$ cat src/rtl/qar_can_fifo.sv
// CAN-style frame transmitter with register bus, loopback acceptance filter and RX FIFO.
// Frame timing is modelled only as a busy window; no bit-level serialisation.
module qar_can_fifo #(
  parameter int CLK_HZ   = 50_000_000,
  parameter int RX_DEPTH = 4
) (
  input  logic        clk,
  input  logic        rst_n,
  input  logic        bus_write,
  input  logic        bus_read,
  input  logic [5:0]  addr_word,
  input  logic [31:0] wdata,
  output logic [31:0] rdata,
  output logic        irq
);

  if (CLK_HZ <= 0 || RX_DEPTH < 2 || RX_DEPTH > 16 || (RX_DEPTH & (RX_DEPTH - 1)) != 0) begin : g_param_bad
    $error("qar_can_fifo: RX_DEPTH must be a power of two in 2..16 and CLK_HZ positive");
  end

  localparam int PW = $clog2(RX_DEPTH);

  typedef enum logic {IDLE, BUSY} state_t;
  state_t state_q, state_d;

  logic [1:0]  ctrl;
  logic [15:0] bittime;
  logic [7:0]  err_cnt;
  logic [3:0]  irq_en, irq_st;
  logic        ovf;
  logic [31:0] filter_id, filter_mask;
  logic [31:0] tx_id, tx_dlc, tx_data0, tx_data1;
  logic [31:0] snap_id, snap_dlc, snap_d0, snap_d1;
  logic [15:0] snap_bt, presc;
  logic [6:0]  bits_left;

  logic [3:0][31:0] mem [RX_DEPTH];
  logic [3:0][31:0] head;
  logic [PW-1:0]    wr_ptr, rd_ptr;
  logic [4:0]       count;

  logic wr_ctrl, wr_bt, wr_err, wr_ien, wr_ist, tx_cmd, rx_pop_cmd;
  logic accept, reject, abort, done, match, push_req, push, pop, ovf_set;
  logic empty, full;
  logic [3:0] dlc_n, irq_clr, irq_set;
  logic [6:0] frame_m1;
  logic [31:0] fdiff, status;

  assign wr_ctrl    = bus_write && addr_word == 6'h00;
  assign wr_bt      = bus_write && addr_word == 6'h02;
  assign wr_err     = bus_write && addr_word == 6'h03;
  assign wr_ien     = bus_write && addr_word == 6'h04;
  assign wr_ist     = bus_write && addr_word == 6'h05;
  assign tx_cmd     = bus_write && addr_word == 6'h0C;
  assign rx_pop_cmd = bus_write && addr_word == 6'h11;

  assign empty = count == 5'd0;
  assign full  = count == 5'(RX_DEPTH);

  assign accept = tx_cmd && state_q == IDLE && ctrl[0];
  assign reject = tx_cmd && !accept;
  assign abort  = state_q == BUSY && !ctrl[0];
  assign done   = state_q == BUSY && ctrl[0] && presc == 16'd0 && bits_left == 7'd0;

  // Any DLC of 8 or more counts as eight data bytes.
  assign dlc_n    = tx_dlc[3] ? 4'd8 : tx_dlc[3:0];
  assign frame_m1 = 7'd46 + {dlc_n, 3'b000};

  assign fdiff    = (snap_id ^ filter_id) & filter_mask;
  assign match    = fdiff[28:0] == 29'd0;
  assign push_req = done && ctrl[1] && match;
  assign pop      = rx_pop_cmd && !empty;
  assign push     = push_req && (!full || pop);
  assign ovf_set  = push_req && full && !pop;

  assign irq_clr = wr_ist ? wdata[3:0] : 4'd0;
  assign irq_set = {reject, ovf_set, done, push};
  assign irq     = |(irq_en & irq_st);

  always_comb begin
    state_d = state_q;
    case (state_q)
      IDLE: if (accept) state_d = BUSY;
      BUSY: if (abort || done) state_d = IDLE;
      default: state_d = IDLE;
    endcase
  end

  always_ff @(posedge clk or negedge rst_n) begin
    if (!rst_n) state_q <= IDLE;
    else        state_q <= state_d;
  end

  always_ff @(posedge clk or negedge rst_n) begin
    if (!rst_n) begin
      ctrl        <= 2'b01;
      bittime     <= 16'h0013;
      err_cnt     <= '0;
      irq_en      <= '0;
      irq_st      <= '0;
      ovf         <= 1'b0;
      filter_id   <= '0;
      filter_mask <= '0;
      tx_id       <= '0;
      tx_dlc      <= '0;
      tx_data0    <= '0;
      tx_data1    <= '0;
    end else begin
      if (wr_ctrl) ctrl    <= wdata[1:0];
      if (wr_bt)   bittime <= wdata[15:0];
      if (wr_ien)  irq_en  <= wdata[3:0];
      if (bus_write) begin
        case (addr_word)
          6'h06: filter_id   <= wdata;
          6'h07: filter_mask <= wdata;
          6'h08: tx_id       <= wdata;
          6'h09: tx_dlc      <= wdata;
          6'h0A: tx_data0    <= wdata;
          6'h0B: tx_data1    <= wdata;
          default: ;
        endcase
      end
      irq_st <= (irq_st & ~irq_clr) | irq_set;
      ovf    <= (ovf & ~irq_clr[2]) | ovf_set;
      if (wr_err)                         err_cnt <= wdata[7:0];
      else if (ovf_set && err_cnt != 8'hFF) err_cnt <= err_cnt + 8'd1;
    end
  end

  // Prescaler runs BITTIME+1 cycles per bit; both counters reach zero on the last busy cycle.
  always_ff @(posedge clk or negedge rst_n) begin
    if (!rst_n) begin
      snap_id   <= '0;
      snap_dlc  <= '0;
      snap_d0   <= '0;
      snap_d1   <= '0;
      snap_bt   <= '0;
      presc     <= '0;
      bits_left <= '0;
    end else if (accept) begin
      snap_id   <= tx_id;
      snap_dlc  <= tx_dlc;
      snap_d0   <= tx_data0;
      snap_d1   <= tx_data1;
      snap_bt   <= bittime;
      presc     <= bittime;
      bits_left <= frame_m1;
    end else if (state_q == BUSY) begin
      if (presc == 16'd0) begin
        presc <= snap_bt;
        if (bits_left != 7'd0) bits_left <= bits_left - 7'd1;
      end else begin
        presc <= presc - 16'd1;
      end
    end
  end

  always_ff @(posedge clk) begin
    if (push) mem[wr_ptr] <= {snap_d1, snap_d0, snap_dlc, snap_id};
  end

  always_ff @(posedge clk or negedge rst_n) begin
    if (!rst_n) begin
      wr_ptr <= '0;
      rd_ptr <= '0;
      count  <= '0;
    end else begin
      if (push) wr_ptr <= wr_ptr + 1'b1;
      if (pop)  rd_ptr <= rd_ptr + 1'b1;
      case ({push, pop})
        2'b10:   count <= count + 5'd1;
        2'b01:   count <= count - 5'd1;
        default: ;
      endcase
    end
  end

  assign head = mem[rd_ptr];

  always_comb begin
    status       = '0;
    status[0]    = !empty;
    status[1]    = state_q == IDLE;
    status[2]    = ovf;
    status[3]    = state_q == BUSY;
    status[12:8] = count;
  end

  always_comb begin
    rdata = '0;
    if (bus_read) begin
      case (addr_word)
        6'h00: rdata = {30'd0, ctrl};
        6'h01: rdata = status;
        6'h02: rdata = {16'd0, bittime};
        6'h03: rdata = {24'd0, err_cnt};
        6'h04: rdata = {28'd0, irq_en};
        6'h05: rdata = {28'd0, irq_st};
        6'h06: rdata = filter_id;
        6'h07: rdata = filter_mask;
        6'h08: rdata = tx_id;
        6'h09: rdata = tx_dlc;
        6'h0A: rdata = tx_data0;
        6'h0B: rdata = tx_data1;
        6'h0D: rdata = empty ? 32'd0 : head[0];
        6'h0E: rdata = empty ? 32'd0 : head[1];
        6'h0F: rdata = empty ? 32'd0 : head[2];
        6'h10: rdata = empty ? 32'd0 : head[3];
        default: rdata = '0;
      endcase
    end
  end

endmodule

$ cat config.mk
export PLATFORM = sky130hd
export DESIGN_NAME = qar_can_fifo
export DESIGN_NICKNAME = d
export VERILOG_FILES = /design/src/rtl/qar_can_fifo.sv
export SDC_FILE = /design/constraint.sdc
export NUM_CORES = 1
export LEC_CHECK = 0
export ABC_AREA = 1
export ABC_CLOCK_PERIOD_IN_PS = 10520
export CORE_MARGIN = 1.5
export CORE_UTILIZATION = 55
export DETAILED_ROUTE_END_ITERATION = 8
export GPL_TIMING_DRIVEN = 1
export PLACE_DENSITY_LB_ADDON = 0.05
export SKIP_CTS_REPAIR_TIMING = 1
export SLEW_MARGIN = 40
export SYNTH_ARGS = -nofsm -noshare
export SYNTH_HDL_FRONTEND = slang
export SYNTH_SLANG_ARGS = --single-unit
$ cat constraint.sdc
create_clock -name clk -period 10.52 [get_ports clk]
set_input_delay 1.578 -clock clk [delete_from_list [all_inputs] [get_ports clk]]
set_output_delay 1.578 -clock clk [all_outputs]
set_load 0.01 [all_outputs]
Word-level counts from Yosys, hierarchy flattened

Memory sizes are Yosys's and may differ from the RTL's.
Index checks and enable logic that the tools add are counted.

Reductions and logical operators: 47
Equal/unequal tests: 21
Bitwise operators: 10
Multiplexer cells: 23
Add/subtract/negate cells: 8

Operator list:

| cell                                                                  | number |
|---|---|
| 32-bit case mux with 16 select lines                                  | 1 |
| 32-bit 2-to-1 mux                                                     | 5 |
| 6-bit by 4-bit == test with 1-bit output (second input constant)      | 8 |
| 16-bit 2-to-1 mux                                                     | 3 |
| 29-bit bitwise AND                                                    | 1 |
| 29-bit zero test                                                      | 1 |
| 29-bit bitwise XOR                                                    | 1 |
| 7-bit 2-to-1 mux                                                      | 4 |
| 6-bit by 3-bit == test with 1-bit output (second input constant)      | 4 |
| 1-bit logical AND                                                     | 21 |
| 16-bit zero test                                                      | 1 |
| 8-bit 2-to-1 mux                                                      | 2 |
| 16-bit by 1-bit subtractor with 16-bit output (second input constant) | 1 |
| 6-bit by 2-bit == test with 1-bit output (second input constant)      | 2 |
| 6-bit by 5-bit == test with 1-bit output (second input constant)      | 2 |
| 2-bit AND reduction                                                   | 6 |
| 5-bit case mux with 2 select lines                                    | 1 |
| 2-bit nonzero test                                                    | 5 |
| 8-bit by 1-bit adder with 8-bit output (second input constant)        | 1 |
| 4-bit bitwise AND                                                     | 2 |
| 4-bit 2-to-1 mux                                                      | 2 |
| 8-bit != test (second input constant)                                 | 1 |
| 6-bit by 7-bit adder with 7-bit output (first input constant)         | 1 |
| 7-bit zero test                                                       | 1 |
| other kinds (22)                                                      | 32 |

RAM bits: 512
Input bits: 42
Logic and storage cells: 133
Output and inout port bits: 33
Register bits after elaboration: 404
Memories kept: 1

Memories:

| name | words | bits a word | rd ports | clocked after Yosys merged registers in | write ports | RTL line | text |
|---|---|---|---|---|---|---|---|
| mem  | 4     | 128         | 1        | 0                                       | 1           | 37       | `logic [3:0][31:0] mem [RX_DEPTH];` |

Logic depth before layout (Yosys ltp)

Word-level depth: 10
Depth in mapped cells: 21
Depth with buffers taken out: 21

Worst setup path after synthesis

OpenSTA, ideal clock, no wires.

Path kind: in2reg
From: in addr_word[2]
To: mem mem[0][0] in the netlist's numbering, enable pin
Stages: 7
Data required time: 9.903 ns
Library setup time: 0.617 ns
Arrival: 7.714 ns
Slack: 2.189 ns
Buffers on the path: 0
Path through: nor2_2 > inv_2 > nor2_1 > nand4_2 > nand2_2 > nand4_1 > nor2_1

Word-level cells in the longest chain between the ends: 7

RTL lines:

| element                                  | RTL line | text |
|---|---|---|
| start: declaration                       | 11       | `input logic [5:0] addr_word,` |
| 6-bit by 5-bit == test with 1-bit output | 55       | `assign rx_pop_cmd = bus_write && addr_word == 6'h11;` |
| 1-bit logical AND                        | 55       |  |
| 1-bit logical AND                        | 72       | `assign pop = rx_pop_cmd && !empty;` |
| 1-bit logical OR                         | 73       | `assign push = push_req && (!full \|\| pop);` |
| 1-bit logical AND                        | 73       |  |
| 1-bit 2-to-1 mux                         | 159      | `if (push) mem[wr_ptr] <= {snap_d1, snap_d0, snap_dlc, snap_id};` |
| 1-bit 2-to-1 mux (not written as such)   | 159      |  |
| end: declaration                         | 37       |  |

No other way between the ends.

Worst setup path after layout

From: reg rd_ptr[1]
To: out rdata[10]

Word-level cells in the longest chain between the ends: 4
Elaborated cells on any way between the ends: 7
Classes of those cells: mux (6); memory (1)

RTL lines:

| element                                | RTL line | text |
|---|---|---|
| start: declaration                     | 39       | `logic [PW-1:0] wr_ptr, rd_ptr;` |
| start signal: assignment               | 169      | `if (pop) rd_ptr <= rd_ptr + 1'b1;` |
| memory read 4 x 128 bit *              | n/a      |  |
| 32-bit 2-to-1 mux (on tied branches)   | n/a      |  |
| 32-bit case mux with 16 select lines * | 192      | `case (addr_word)` |
| 32-bit 2-to-1 mux *                    | 191      | `if (bus_read) begin` |
| end: declaration                       | 13       | `output logic [31:0] rdata,` |

Mark *: on every way between the ends. The rest lies on a longest branch, timed or not.

==> impl_results.md <==
* Outcome: completed
* Most frequent cells in the layout: nand2_1, o21ai_0, edfxtp_1
* Top cell type by total area after synthesis: edfxtp_1
* Antenna violations before repair at 1
* Crit end category: output port
* Cell count after placement at 4,568
* Largest net degree at the start of global routing at 147
* Setup TNS Final at 0 ns
* WHS Path Cells at 2
* Die area at between 70,000 and 80,000 µm²
* Crit path launch type: flip-flop
* CORE AREA at 68,700 µm²
* Final Cycle Share at 0.672
* Hold path endpoint: count[4]
* Slew at the pin closest to its max-slew limit at 0.879 ns
* Synth async-reset ratio at 0.441
* Main area contributors after synthesis: edfxtp_1, dfrtp_1, nand2_1
* Clock buffer depth at 3
* H-tree levels at 3
* CTS Root Cell: clkbuf_16
* Post-synthesis register bit count at 916
* Initial Util at 0.557
* ANT nets after route at 0
* Simple-Gate Fraction of Synth Area at 0.166
* Die W at approximately 270 µm
* Power, Total at between 8 and 9 mW
* Final Hold Viols at 0
* Reg-to-reg startpoint: count[0]
* HP Class: flip-flop to flip-flop
* RSZ-0062 raised after global routing: no
* Worst flop-to-flop path endpoint: mem[3][57]
* # diodes at 0
* Power per Cell Area at 189 nW/µm²
* Int Pwr at 6.05 mW
* WL final at between 100,000 and 150,000 µm
* Total GRT Usage at 0.327
* Endpoints failing setup at 0
* CTS sink count at 916
* CTS clock-pin slew for the worst setup and hold paths at 0.06 ns
* Post-synthesis xor/xnor area fraction at 0.00412
* GP Congestion at 0.928
* Syn avg cell area at 10.3 µm²
* Global route overflow at 0
* Fraction of layout cells with a size suffix above 1 at 0.0661
* # DRC at 0
* Sw power at just over 2 mW
* Via density at between 6 and 7
* EDFF count, synth at 512
* Area growth syn-to-layout at 12.6%
* Min-Delay Startpoint: count[4]
* Routed len/inst at 24.2 µm
* WS Path Type: flip-flop to output port
* Critical Path AT at 5.49 ns
* Crit path max fanout at 57
* Sequential group share of total power at 0.500
* Largest family of logic cells by synthesized area: simple AND/OR/NAND/NOR gates
* Commonest non-fill, non-tap cell in the layout: nand2_1
* Cell area after synthesis at 38,300 µm²
* Max-Cap Viols at 0
* Warnings, synthesis at 0
* Syn Nets at approximately 3,800
* Final Max Tran Viols at 0
* Mux share of post-synthesis cell area at 0
* Netlist cell types at 56
* Sw Share at 0.255
* Number of global-route vias before repair at 27,300
* Input/output buffers at 74
* Clk_lat worst skew at 0.65 ns
* Cells on worst reg2reg path at 10
* Finished Layout Cells at 4,743
* Ys flop type: edfxtp_1
* Clk network pwr share at 0.415
* Syn Inst Count at 3,724
* Placed cell area at 39,900 µm²
* Yosys top cell area share at 0.402
* # rows at 96
* Seq/Total Area, Yosys at 0.666
* Maximum VDD drop at ~130 µV
* DP Wirelength at roughly 70,000 µm
* WHS at ~0.47 ns
* Top Ports at 75
* Initial DRC count at 3,432
* Worst relative slew slack at 0.414
* TritonCTS Buffers at 93
* Req. time, crit path at 8.94 ns
* Reg-to-reg slack, setup at 5.96 ns
* Adder-cell share of the synthesized area at 0.00477
* Synth Area in Compound Gates at 0.119
* Vias at 28,600
* Die height at 267 µm
* Min Tclk post-route at a little over 7 ns
* Achievable Freq at approximately 0.14 GHz
* Cell area after layout at 43,100 µm²
* Leakage at 16.3 nW
* NumNets Final at 3,789
* Global-route wire length before repair at roughly 170,000 µm
* Max Clock Skew at roughly 0.012 ns
* Initial DRT Pass Iterations at 8
* CTS tree: built
* Power share of the combinational group at 0.085
==> worst max-delay path by stage <==
stage | cells past startpoint | end | start
finish | 11 | rdata[10] | rd_ptr[1]
global route | 11 | rdata[9] | rd_ptr[1]
CTS | 11 | rdata[10] | rd_ptr[1]
detailed placement | 11 | rdata[10] | addr_word[0]
global placement | 11 | rdata[10] | addr_word[0]
floorplan | 7 | mem[0][0] | addr_word[2]
==> logic make-up (layout without fill, tap and decap cells) <==
kind of cell               after synthesis  after routing
and+or+nand+nor                       1573           1573
DFF                                    916            916
AOI/OAI and AO/OA                      825            825
buffers and inverters                  378            466
xor gates and xnor gates                18             18
adders and majority gates               14             14
==> sequential cells by signal (all words and copies together) (netlist names), 32 cells and up <==
| name | cells |
|---|---|
| mem | 512 |
| filter_id | 32 |
| filter_mask | 32 |
| snap_d0 | 32 |
| snap_d1 | 32 |
| snap_dlc | 32 |
| snap_id | 32 |
| tx_data0 | 32 |
| tx_data1 | 32 |
| tx_dlc | 32 |
| tx_id | 32 |
==> power by group through the flow <==
stage	clock (mW)	sequential, mW	combinational (mW)
3_5_place_dp	0	4.13	0.674
5_1_grt	3.53	4.08	0.755
2_1_floorplan	0	4.05	0.428
3_3_place_gp	0	4.13	0.647
6_report	3.38	4.07	0.688
4_1_cts	3.40	4.06	0.676
==> synth_stat cells, drive strengths merged (2+ instances only) <==
cell and number:
nand2 991, o21ai 562, edfxtp 512, dfrtp 400
nor2 391, inv 172, o22ai 126, clkbuf 124
nand3 110, buf 79, nand4 51, a21oi 43
a22oi 23, a31oi 20, nor3 17, ha 13
xor2 12, a22o 11, a221oi 8, o211ai 7
a41oi 6, nor4 6, xnor2 6, a211oi 4
dfstp 4, clkinv 3, o2111ai 3, or2 3
o2111a 2, o21a 2, o31ai 2
==> layout make-up <==
class                           count  area, µm²
Sequential cell                   916      25500
Clock buffer                      129       2690
Tap cell                          931       1160
Timing Repair Buffer              117       1270
Clock inverter                     45        463
Inverter                          175        669
Fill cell                        5513      25600
Multi-Input combinational cell   2430      11400
==> stage by stage <==
stage	worst slack [ns]	util
3_3_place_gp	3.96	0.578
2_1_floorplan	2.19	-
6_report	3.45	0.627
3_5_place_dp	3.96	0.581
5_1_grt	3.35	0.627
4_1_cts	3.61	0.627
==> worst max-delay path, cell delays in order (launching register included) <==
cell and delay [ns]:
dfrtp_4 0.65, buf_12 0.26, clkinv_2 0.41, buf_4 0.57, buf_4 0.77, o21ai_0 0.21, o22ai_1 0.28, nand2_1 0.11
nand4_1 0.14, nand2_1 0.08, a41oi_1 0.62, clkdlybuf4s50_1 0.70
==> per-layer routing <==
metal,track usage,vias up,routed length [µm]
met5,0.00139,-,0
met4,0.104,0,3470
met3,0.0621,224,12300
met2,0.483,1543,50200
met1,0.490,14100,48700
li1,-,12800,-
Note: power is estimated with default switching activity, not from simulation.
